## config.mk

```make
export PLATFORM = sky130hd
export DESIGN_NAME = matrix_column_scanner
export DESIGN_NICKNAME = d
export VERILOG_FILES = /design/src/rtl/matrix_column_scanner.sv
export SDC_FILE = /design/constraint.sdc
export NUM_CORES = 1
export LEC_CHECK = 0
export CAP_MARGIN = 40
export CORE_UTILIZATION = 30
export CTS_CLUSTER_DIAMETER = 30
export DETAILED_ROUTE_END_ITERATION = 7
export GPL_ROUTABILITY_DRIVEN = 0
export PLACE_DENSITY_LB_ADDON = 0.3
export SLEW_MARGIN = 20
export SYNTH_ARGS = -nofsm -noshare
export SYNTH_HDL_FRONTEND = slang
export SYNTH_SLANG_ARGS = --single-unit
```

## constraint.sdc

```tcl
create_clock -name clock -period 3.45 [get_ports clock]
set_clock_uncertainty 0.15 [all_clocks]
set_input_delay 1.035 -clock clock [delete_from_list [all_inputs] [get_ports clock]]
set_output_delay 1.035 -clock clock [all_outputs]
set_load 0.02 [all_outputs]
```

## src/rtl/matrix_column_scanner.sv

```systemverilog
// matrix_column_scanner: scans five 7-bit column images onto a 5x7 LED
// matrix one column at a time, with a per-frame image snapshot.
//
// Ports:
//   clock, reset       rising-edge clock, synchronous active-high reset
//   enable             1 = scan, 0 = matrix dark
//   column_4..column_0 image columns, pixel bit 0 = lit
//   row_lines          active-low row drive
//   column_select      one-hot active-high column select
//   frame_start        one-cycle pulse while the snapshot is taken
module matrix_column_scanner #(
   parameter int CLOCKS_PER_COLUMN = 50000,
   parameter int BLANK_CYCLES      = 16,
   parameter int COUNTER_WIDTH     = 16
) (
   input  logic       clock,
   input  logic       reset,
   input  logic       enable,
   input  logic [6:0] column_4,
   input  logic [6:0] column_3,
   input  logic [6:0] column_2,
   input  logic [6:0] column_1,
   input  logic [6:0] column_0,
   output logic [6:0] row_lines,
   output logic [4:0] column_select,
   output logic       frame_start
);

   typedef enum logic [1:0] {
      IDLE,
      LOAD,
      BLANK,
      DRIVE
   } state_t;

   localparam int CW = COUNTER_WIDTH;

   // Terminal counts of each phase; BLANK_LAST is unused when there is
   // no blanking because BLANK is then unreachable.
   localparam logic [CW-1:0] BLANK_LAST =
      CW'((BLANK_CYCLES > 0) ? BLANK_CYCLES - 1 : 0);
   localparam logic [CW-1:0] DRIVE_LAST =
      CW'(CLOCKS_PER_COLUMN - BLANK_CYCLES - 1);

   // First phase of every column slot.
   localparam state_t SLOT_START =
      (BLANK_CYCLES > 0) ? BLANK : DRIVE;

   state_t          state, state_n;
   logic [2:0]      index, index_n;
   logic [CW-1:0]   count, count_n;
   logic [4:0][6:0] snap, snap_n;

   always_ff @(posedge clock) begin
      if (reset) begin
         state <= IDLE;
         index <= 3'd4;
         count <= '0;
         snap  <= {5{7'h7F}};
      end else begin
         state <= state_n;
         index <= index_n;
         count <= count_n;
         snap  <= snap_n;
      end
   end

   always_comb begin
      state_n = state;
      index_n = index;
      count_n = count;
      snap_n  = snap;
      if (!enable) begin
         // Dropping enable parks the scanner; the image is kept.
         state_n = IDLE;
         index_n = 3'd4;
         count_n = '0;
      end else begin
         unique case (state)
            IDLE: begin
               state_n = LOAD;
            end
            LOAD: begin
               snap_n  = {column_4, column_3, column_2,
                          column_1, column_0};
               index_n = 3'd4;
               count_n = '0;
               state_n = SLOT_START;
            end
            BLANK: begin
               if (count == BLANK_LAST) begin
                  count_n = '0;
                  state_n = DRIVE;
               end else begin
                  count_n = count + CW'(1);
               end
            end
            DRIVE: begin
               if (count == DRIVE_LAST) begin
                  count_n = '0;
                  if (index == 3'd0) begin
                     state_n = LOAD;
                  end else begin
                     index_n = index - 3'd1;
                     state_n = SLOT_START;
                  end
               end else begin
                  count_n = count + CW'(1);
               end
            end
            default: begin
               state_n = IDLE;
            end
         endcase
      end
   end

   // Moore outputs: only registered state feeds the pins.
   always_comb begin
      row_lines     = 7'h7F;
      column_select = 5'b00000;
      frame_start   = (state == LOAD);
      if (state == DRIVE) begin
         column_select = 5'(1) << index;
         row_lines     = snap[index];
      end
   end

endmodule

```

After elaboration in Yosys (flattened, before gate mapping). Index checks and enable logic that the tools add are counted.

Bits of input ports: 38. Register bits after elaboration: 56. Output and inout bits: 13.

Eq/ne operators: 8. Bitwise logic cells: 1. Reductions and logical operators: 8. Add/sub/neg operators: 2. Muxes and demuxes: 14. Shift-type cells: 1. Order comparisons: 1.

Operators with widths (number): 16-bit one-hot mux with 3 select lines (1); 16-bit two-way mux (2); 7-bit binary-select mux with 3-bit select (1); 16-bit by 1-bit adder with 16-bit output (second input constant) (1); 16-bit equality test (second input constant) (1); 16-bit by 4-bit equality test with 1-bit output (second input constant) (1); 7-bit two-way mux (2); 2-bit one-hot mux with 4 select lines (1); 2-bit two-way mux (3); 3-bit two-way mux (2); 2-bit inequality test (second input constant) (3); 3-bit one-hot mux with 2 select lines (1); 5-bit two-way mux (1); 1-bit by 3-bit left shift with 5-bit output (first input constant) (1); 2-bit equality test (second input constant) (2); 3-bit by 4-bit less-than comparator with 1-bit output (second input constant) (1); 2-bit AND reduction (2); 3-bit logical NOT (1); 3-bit AND reduction (1); 3-bit nonzero test (1); 3-bit by 1-bit subtractor with 3-bit output (second input constant) (1); 2-bit by 1-bit equality test with 1-bit output (second input constant) (1); 2-bit logical NOT (1); 2-bit nonzero test (1); other kinds (2) (2).

Logic depth before layout (Yosys ltp). Gate-level depths: netlist of run 1.

Depth in word-level cells: 4. Mapped depth: 8.

Least setup slack after synthesis of run 1. No wires, ideal clock.

Kind: register to output. From: reg index[0]. To: out row_lines[0]. Slack: 0.663 ns. Arrival: 1.602 ns. Stages on the path, launching flop included: 5. Cells stage by stage: dfxtp_1 -> buf_1 -> mux4_2 -> inv_1 -> o21ai_0.

Longest elaborated chain between the ends: 3.

RTL lines: from (decl) (line 50) `logic [2:0] index, index_n;`; from (signal assigned) (line 62) `index <= index_n;`; 7-bit binary-select mux with 3-bit select (line 125) `row_lines = snap[index];`; 7-bit two-way mux (not written as such) (line 125); 7-bit two-way mux (line 123) `if (state == DRIVE) begin`; to (decl) (line 24) `output logic [6:0] row_lines,`.

Every way passes these cells. The select of a mux whose other input is x is not followed.

Worst setup path after layout of run 1.
From: reg state[0]. To: out column_select[1].

Longest elaborated chain between the ends: 2.

RTL lines: from (decl) (line 49) `state_t state, state_n;`; from (signal assigned) (line 61) `state <= state_n;`; 2-bit equality test (line 123); 5-bit two-way mux (line 123); to (decl) (line 25) `output logic [4:0] column_select,`.

Every way passes these cells.

==> results by stage, run 1 <==
Logic synthesis:
- The count of yosys warnings during synthesis is 0.
- The most instantiated flip-flop cell in the synthesis netlist is sky130_fd_sc_hd__dfxtp_1.
- The sequential element share of the synthesized area is 0.3949.
- The biggest area contributor in the post-synthesis netlist is sky130_fd_sc_hd__dfxtp_1.
- The share of the synthesized area in the top cell type is 0.3949.
- After synthesis, the share of flip-flops with an asynchronous set or reset is 0.
- The synthesized design contains 56 register bits.
- After synthesis, the netlist uses 37 different library cells.
- By instance count, the leading cell after synthesis is sky130_fd_sc_hd__nand2_1.
- After synthesis, the cell types taking the most area are sky130_fd_sc_hd__dfxtp_1, sky130_fd_sc_hd__nand2_1, sky130_fd_sc_hd__nand3b_1.
- The synthesized netlist occupies a cell area of 0.002839 sq mm.
- The synthesized netlist net count is 391.
- The average cell area after synthesis is 8.181 sq um.
- Counting every instance in the synthesized netlist gives roughly 350.
- The commonest cells after synthesis are sky130_fd_sc_hd__nand2_1, sky130_fd_sc_hd__dfxtp_1, sky130_fd_sc_hd__nand3b_1.
- In this run, synthesis inferred 0 flip-flops with an integrated enable.

Hold path:
- The tightest min-delay check is of the flip-flop to flip-flop type.

STA:
- For the final routed database, the setup TNS stands at 0 ps.
- Setup violations remaining at the end of the flow were counted as 0.
- Across all hold checks on the routed design, the worst slack comes to 326.0 ps.
- The count of final hold-check violations is 0.
- In the finished design, the share of the clock period the worst path needs comes to 0.9459.
- The worst pin sits at a relative slew slack of 0.5373.
- Setup repair after global routing left no endpoint under its margin.
- Based on the critical path, the design can be clocked at up to slightly above 0.3 GHz.
- The slew at the pin closest to its max-slew limit is 688.8 ps.
- The max-slew violation count was 0.
- Counting I/O delays and the setup requirement, the final critical path takes 3263 ps.

Clock tree:
- The clock tree synthesis step divided the H-tree into 2 levels.
- The sink count of the clock tree is 56.
- TritonCTS created 5 clock buffers.
- The clock root buffer is sky130_fd_sc_hd__clkbuf_8.
- The clock slew seen by the registers of the worst setup and hold paths is 120 ps.
- Clock latency on the worst-skew pair, taken at its later pin, is 320 ps.
- The number of buffers between clock root and the deepest sink is 2.
- Hold repair after CTS inserted 0 buffers.
- The CTS tree is done.

Power and ir drop:
- The proportion of power drawn by flip-flops and latches is 0.562.
- The worst supply voltage drop on vdd is 0.1644 mV.
- The switching power as a share of total power is 0.2635.
- The total leakage power is 1.377 nW.
- The part of the total power dissipated in the clock network is 0.315.
- Cell internal power was estimated by the tool at 0.9063 mW.
- The power density over the cells is roughly 350 mW/mm^2.
- The combinational cell fraction of total power is 0.123.
- The analysis attributes to net switching a power of 0.3243 mW.

Placed design:
- During placement, the flow inserted port buffers numbering 50.
- The post-DP HPWL is between 5 and 6 mm.
- The area of placed instances is 0.003441 sq mm.

Floorplan:
- The die area is 0.009857 sq mm.
- The count of standard-cell rows is 35.
- For this configuration, the core starts out at a cell density of 0.3087.
- The region available for standard cell placement spans 0.009196 sq mm.
- The I/O pin count is slightly above 50.
- In this run the vertical extent of the chip is 99.28 microns.
- The floorplan step set the die width to 99.28 microns.

Final layout:
- Relative to the synthesized area, the layout overhead comes to 24.72%.
- Of the cells placed in the final design, the portion with a size suffix greater than 1 is 0.07673.
- The repair_antennas step left the layout with diodes totalling 0.
- After filler insertion, the fill cell instance count of the layout stands at around 970.
- The number of nets in the finished design is 434.
- The final design instance area without fill is 0.003541 sq mm.

Job:
- Max-cap violations in this run came to 0.

Detailed routing:
- For this run, the detailed router's first-pass iteration total came to 4.
- The highest metal layer carrying signal wires in the routed design is met4.
- The detailed router put a total of 3.440 mm of wire on met1.
- The total wirelength of the detailed-routed design is approximately 7 mm.
- After detailed routing, the number of remaining DRC violations is 0.
- The number of vias per cell after detailed routing is 5.060.
- The routed design uses around 200 microns of met3 wire.
- The final route contains 2540 vias.
- After detailed routing, the average wire length per cell comes to 13.84 microns.
- In the detailed route, the total length drawn on met2 is 3.231 mm.
- The violation count after the first detailed-route iteration is between 150 and 200.
- The detail route stage leaves a number of antenna-violating nets equal to 0.

Global route:
- In the global route stage, overall resource usage came out at 0.1474.
- The largest net degree at the start of global routing is 36.
- The initial antenna violation count is 0.
- The via count of the first global-routing pass is 2405.
- The remaining global-route overflow is 0.
- The first global-routing pass estimated 11.76 mm of wire.

Critical path:
- The top fanout value on the critical path is 12.
- The endpoint arrival time on the critical path is between 2000 and 2500 ps.
- STA classifies the critical path startpoint as a flip-flop.
- For the worst setup path, the data required time is 2260 ps.
- The critical path capture point type is an output pin.
- By startpoint and endpoint, the worst setup path is classified as flip-flop to output pin.

Outcome:
- The flow ran to the end, and the final reports show no timing, DRC or antenna violations.
-- worst paths after layout --
kind	start	cells after the start	slack (ps)	to
max reg2reg	count[0]	6	670	index[1]
min reg2reg	snap[2]	2	330	snap[2]
max	state[0]	4	190	column_select[1]
min	snap[2]	2	330	snap[2]
-- area by class of cell --
type	count	area (sq um)	area share
Tap cell	111	138.9	0.03922
Timing Repair Buffer	58	560.5	0.1583
Clock buffer	5	68.82	0.01943
Clock inverter	3	26.28	0.007420
Multi-Input combinational cell	253	1560	0.4406
Sequential cell	56	1126	0.3180
Inverter	16	60.06	0.01696
-- layout by cell type, fill, tap and decap left out, drive strengths merged, types with 6 or more instances in the layout --
cell type      count
inv               18
nor3               6
mux4               7
nand3              7
nand3b            37
dfxtp             56
clkdlybuf4s50     50
ha                 6
nand2             80
a21oi             13
or4                6
nor2              13
a31oi              9
o21ai             21
nand4              6
buf                8
-- flip-flops by register name (all words and copies together), names as in the netlist --
signal and cells:
count 16, snap 35, index 3, state 2
-- cell families after synthesis --
| family | after synthesis | share of synthesized area |
|---|---|---|
| AOI/OAI and AO/OA | 56 | 0.1190 |
| adders and majority gates | 6 | 0.02644 |
| buffers and inverters | 38 | 0.05553 |
| DFF | 56 | 0.3949 |
| muxes | 10 | 0.06611 |
| and+or+nand+nor | 181 | 0.3380 |
-- per-layer routing --
| layer | track usage | vias up |
|---|---|---|
| li1 | - | 1289 |
| met1 | 0.1962 | 1204 |
| met2 | 0.2452 | 40 |
| met3 | 0.02670 | 7 |
| met4 | 0.04072 | 0 |
| met5 | 0 | - |
-- power groups by stage --
stage                     Sequential (mW)  Clock, mW  Combinational, mW
final                               0.691      0.387              0.152
after global routing                0.696      0.422              0.169
after CTS                           0.692      0.402              0.153
after detailed placement            0.706          0              0.152
after global placement              0.707          0              0.149
after floorplan                     0.695          0             0.0877
-- metrics by stage --
stage	power [mW]	std cells	util	setup slack [ps]
2_1_floorplan	0.7828	347	-	662.7
3_3_place_gp	0.8563	494	0.3742	231.1
3_5_place_dp	0.8584	494	0.3742	216.6
4_1_cts	1.246	502	0.3846	67.52
5_1_grt	1.287	502	0.3850	27.37
6_report	1.231	502	0.3850	186.6
-- worst max-delay path, stage by stage (launching register included) --
cell and delay, ps:
sky130_fd_sc_hd__dfxtp_1 530, sky130_fd_sc_hd__nand2_1 140, sky130_fd_sc_hd__buf_4 200, sky130_fd_sc_hd__nor3b_1 230, sky130_fd_sc_hd__clkdlybuf4s50_1 670
-- repair_timing --
item | 4_1_cts | 5_1_grt
cloned | 0 | 0
gates resized for setup | 1 | 2
setup buffers | 0 | 0
endpoints found under the setup margin | 9 | 3
Power figures use the tool's default switching activity.
==> run 2, diff against run 1 <==
Settings changed: SLEW_MARGIN 20 to 30, TNS_END_PERCENT set to 20.
==> results of run 2 <==
Same layout as run 1: the final DEF is identical, and so are final timing and power.
==> run 3, diff against run 2 <==
Settings changed: SLEW_MARGIN 30 to 20.
Clock period 3.45 ns to 3.98 ns, I/O delays scaled along.
==> results by stage, run 3 (synthesis results as in run 1) <==
Clock tree:
- The number of levels in the clock H-tree is 2.
- In this run, post-CTS hold repair placed 0 buffers.
- In this run the post-CTS setup repair buffer count came out at 0.
- TritonCTS built the clock tree.
- The CTS buffer count is 5.
- The number of buffers between clock root and the deepest sink is 2.
- At the later pin of the worst-skew pair, clock insertion delay measures a little over 300 ps.
- The clock slew seen by the registers of the worst setup and hold paths is 110 ps.
- The number of instances resized during post-cts repair is 0.
- Clock tree synthesis selected as its root buffer the cell sky130_fd_sc_hd__clkbuf_8.
- The clock drives 56 sinks.

Power and ir drop:
- The total power is 1.069 mW.
- In this run the power density over the cells is 304.1 mW/mm^2.
- The worst-case IR drop observed on VDD is 0.1797 mV.
- The analysis attributes to cell leakage a power of 1.363 nW.

STA:
- At the pin with the least slew margin, the transition time is approximately 670 ps.
- The worst path in the final design needs a cycle of 3779 ps, including I/O delays and setup.
- The count of final hold-check violations was 0.
- The fmax is 0.2646 GHz.
- The max-slew violation count is 0.
- The relative max-transition margin is 0.5495.
- Setup repair after global routing left no endpoint under its margin.
- Setup violations remaining at the end of the flow were counted as 0.
- The sum of negative setup slack is 0 ps.
- In the finished design, the share of the clock period the worst path needs comes to 0.9495.
- The worst hold slack is 324.5 ps.

Final layout:
- The largest registers in the layout are snap x35, count x16, index x3.
- The relative area change from synthesis to final layout is 23.84%.
- The flip-flop count of the largest register after layout is 35.
- The filler cells instantiated in the layout total roughly 970.
- snap holds more flip-flops than any other register.
- The finished cells cover around 0.0035 sq mm.
- The library cell used most frequently in the layout, excluding fill and tap cells, is sky130_fd_sc_hd__nand2_1.
- The number of nets in the finished design is 431.
- Measured on the finished design, the core utilization comes to 0.3823.
- Summing all multi-input logic gate instances after layout gives 0.001560 sq mm.
- Across the whole layout, storage elements account for 0.001121 sq mm.
- In the final layout, the share of cells above drive strength 1 is 0.06443.
- The count of inserted antenna diode cells is 0.
- In the layout the commonest cells are sky130_fd_sc_hd__nand2_1, sky130_fd_sc_hd__dfxtp_1, sky130_fd_sc_hd__clkdlybuf4s50_1, sky130_fd_sc_hd__nand3b_1, sky130_fd_sc_hd__o21ai_0.

Global route:
- The total overflow left after global routing is 0.
- The initial antenna violation count is 0.
- The first global-routing pass estimated 11.46 mm of wire.
- Entering global routing, the biggest net connects 36 pins.
- The via count of the first global-routing pass was 2476.
- For this run, the total global-route usage over all layers was measured as 0.1420.

Placed design:
- The number of I/O port buffers is 50.
- Once detailed placement completed, the half-perimeter wirelength came to 4.872 mm.
- After detailed placement, the total cell area comes to 0.003418 sq mm.

Detailed routing:
- In the final routed layout, each cell accounts on average for 13.30 microns.
- For this run, design rule violations remaining after detail routing come to 0.
- In this run the remaining antenna-violating nets after routing total 0.
- The number of vias per cell after detailed routing is approximately 5.1.
- The total wirelength of the detailed-routed design is 6.635 mm.
- The overall via count from detail_route is 2525.
- For this block, the initial DRC count from the detailed router was roughly 120.
- The number of iterations in the first detailed-routing pass is 4.

Floorplan:
- Measured along the y axis, the die boundary spans 99.28 microns.
- The area of the core is between 0.009 and 0.01 sq mm.
- From left edge to right edge, the die measures around 100 microns.
- The count of standard-cell rows is 35.
- The initial utilization of the core area, before any placement, comes to 0.3087.
- The die area is 0.009857 sq mm.
- 51 I/O pins were placed.

Critical path:
- For the worst setup path, the data required time is 2640 ps.
- STA classifies the critical path startpoint as a flip-flop.
- The path type of the worst setup path is flip-flop to output pin.
- The worst setup path is captured at an output pin.
- The top fanout value on the critical path is 13.
- Data arrives at the worst endpoint at about 2400 ps.

Job:
- The total of max-cap violations is 0.

Outcome:
- The run finished with clean final reports.

Hold path:
- The path type of the worst min-delay path is flip-flop to flip-flop.
-- run 3: power breakdown --
part	switching, mW	total (mW)	internal [mW]
clock	0.209	0.343	0.134
sequential	0.0180	0.600	0.582
combinational	0.0544	0.127	0.0721
-- run 3: path summary, 6_finish.rpt --
check	start	endpoint	slack, ps	cells past startpoint
max reg2reg	count[1]	index[1]	1220	6
max	index[0]	row_lines[2]	200	4
min reg2reg	snap[2]	snap[2]	320	2
min	snap[2]	snap[2]	320	2
-- run 3: layout make-up --
class                   count  share of cell area
multi-input cells         253              0.4438
flip-flops and latches     56              0.3189
repair buffers             55              0.1530
well taps                 111             0.03950
clock buffers               5             0.01957
inverters                  16             0.01708
clock inverters             3            0.008185
-- run 3: stage by stage --
stage / cells / setup WS (ps)
after CTS: 499 / 189.0
after global placement: 491 / 603.0
after detailed placement: 491 / 552.3
after floorplan: 347 / 1034
final: 499 / 201.0
after global routing: 499 / 55.92
-- run 3: routing by layer --
metal  routed length, microns  global-route usage
met2                     3043              0.2361
met5                        0                   0
met4                      124             0.04186
met3                      209             0.02600
met1                     3258              0.1880
-- run 3: worst max-delay path, stage by stage (launching register included) --
cell	delay, ps
sky130_fd_sc_hd__dfxtp_1	760
sky130_fd_sc_hd__mux4_2	580
sky130_fd_sc_hd__inv_1	60
sky130_fd_sc_hd__o21ai_0	110
sky130_fd_sc_hd__clkdlybuf4s50_1	590
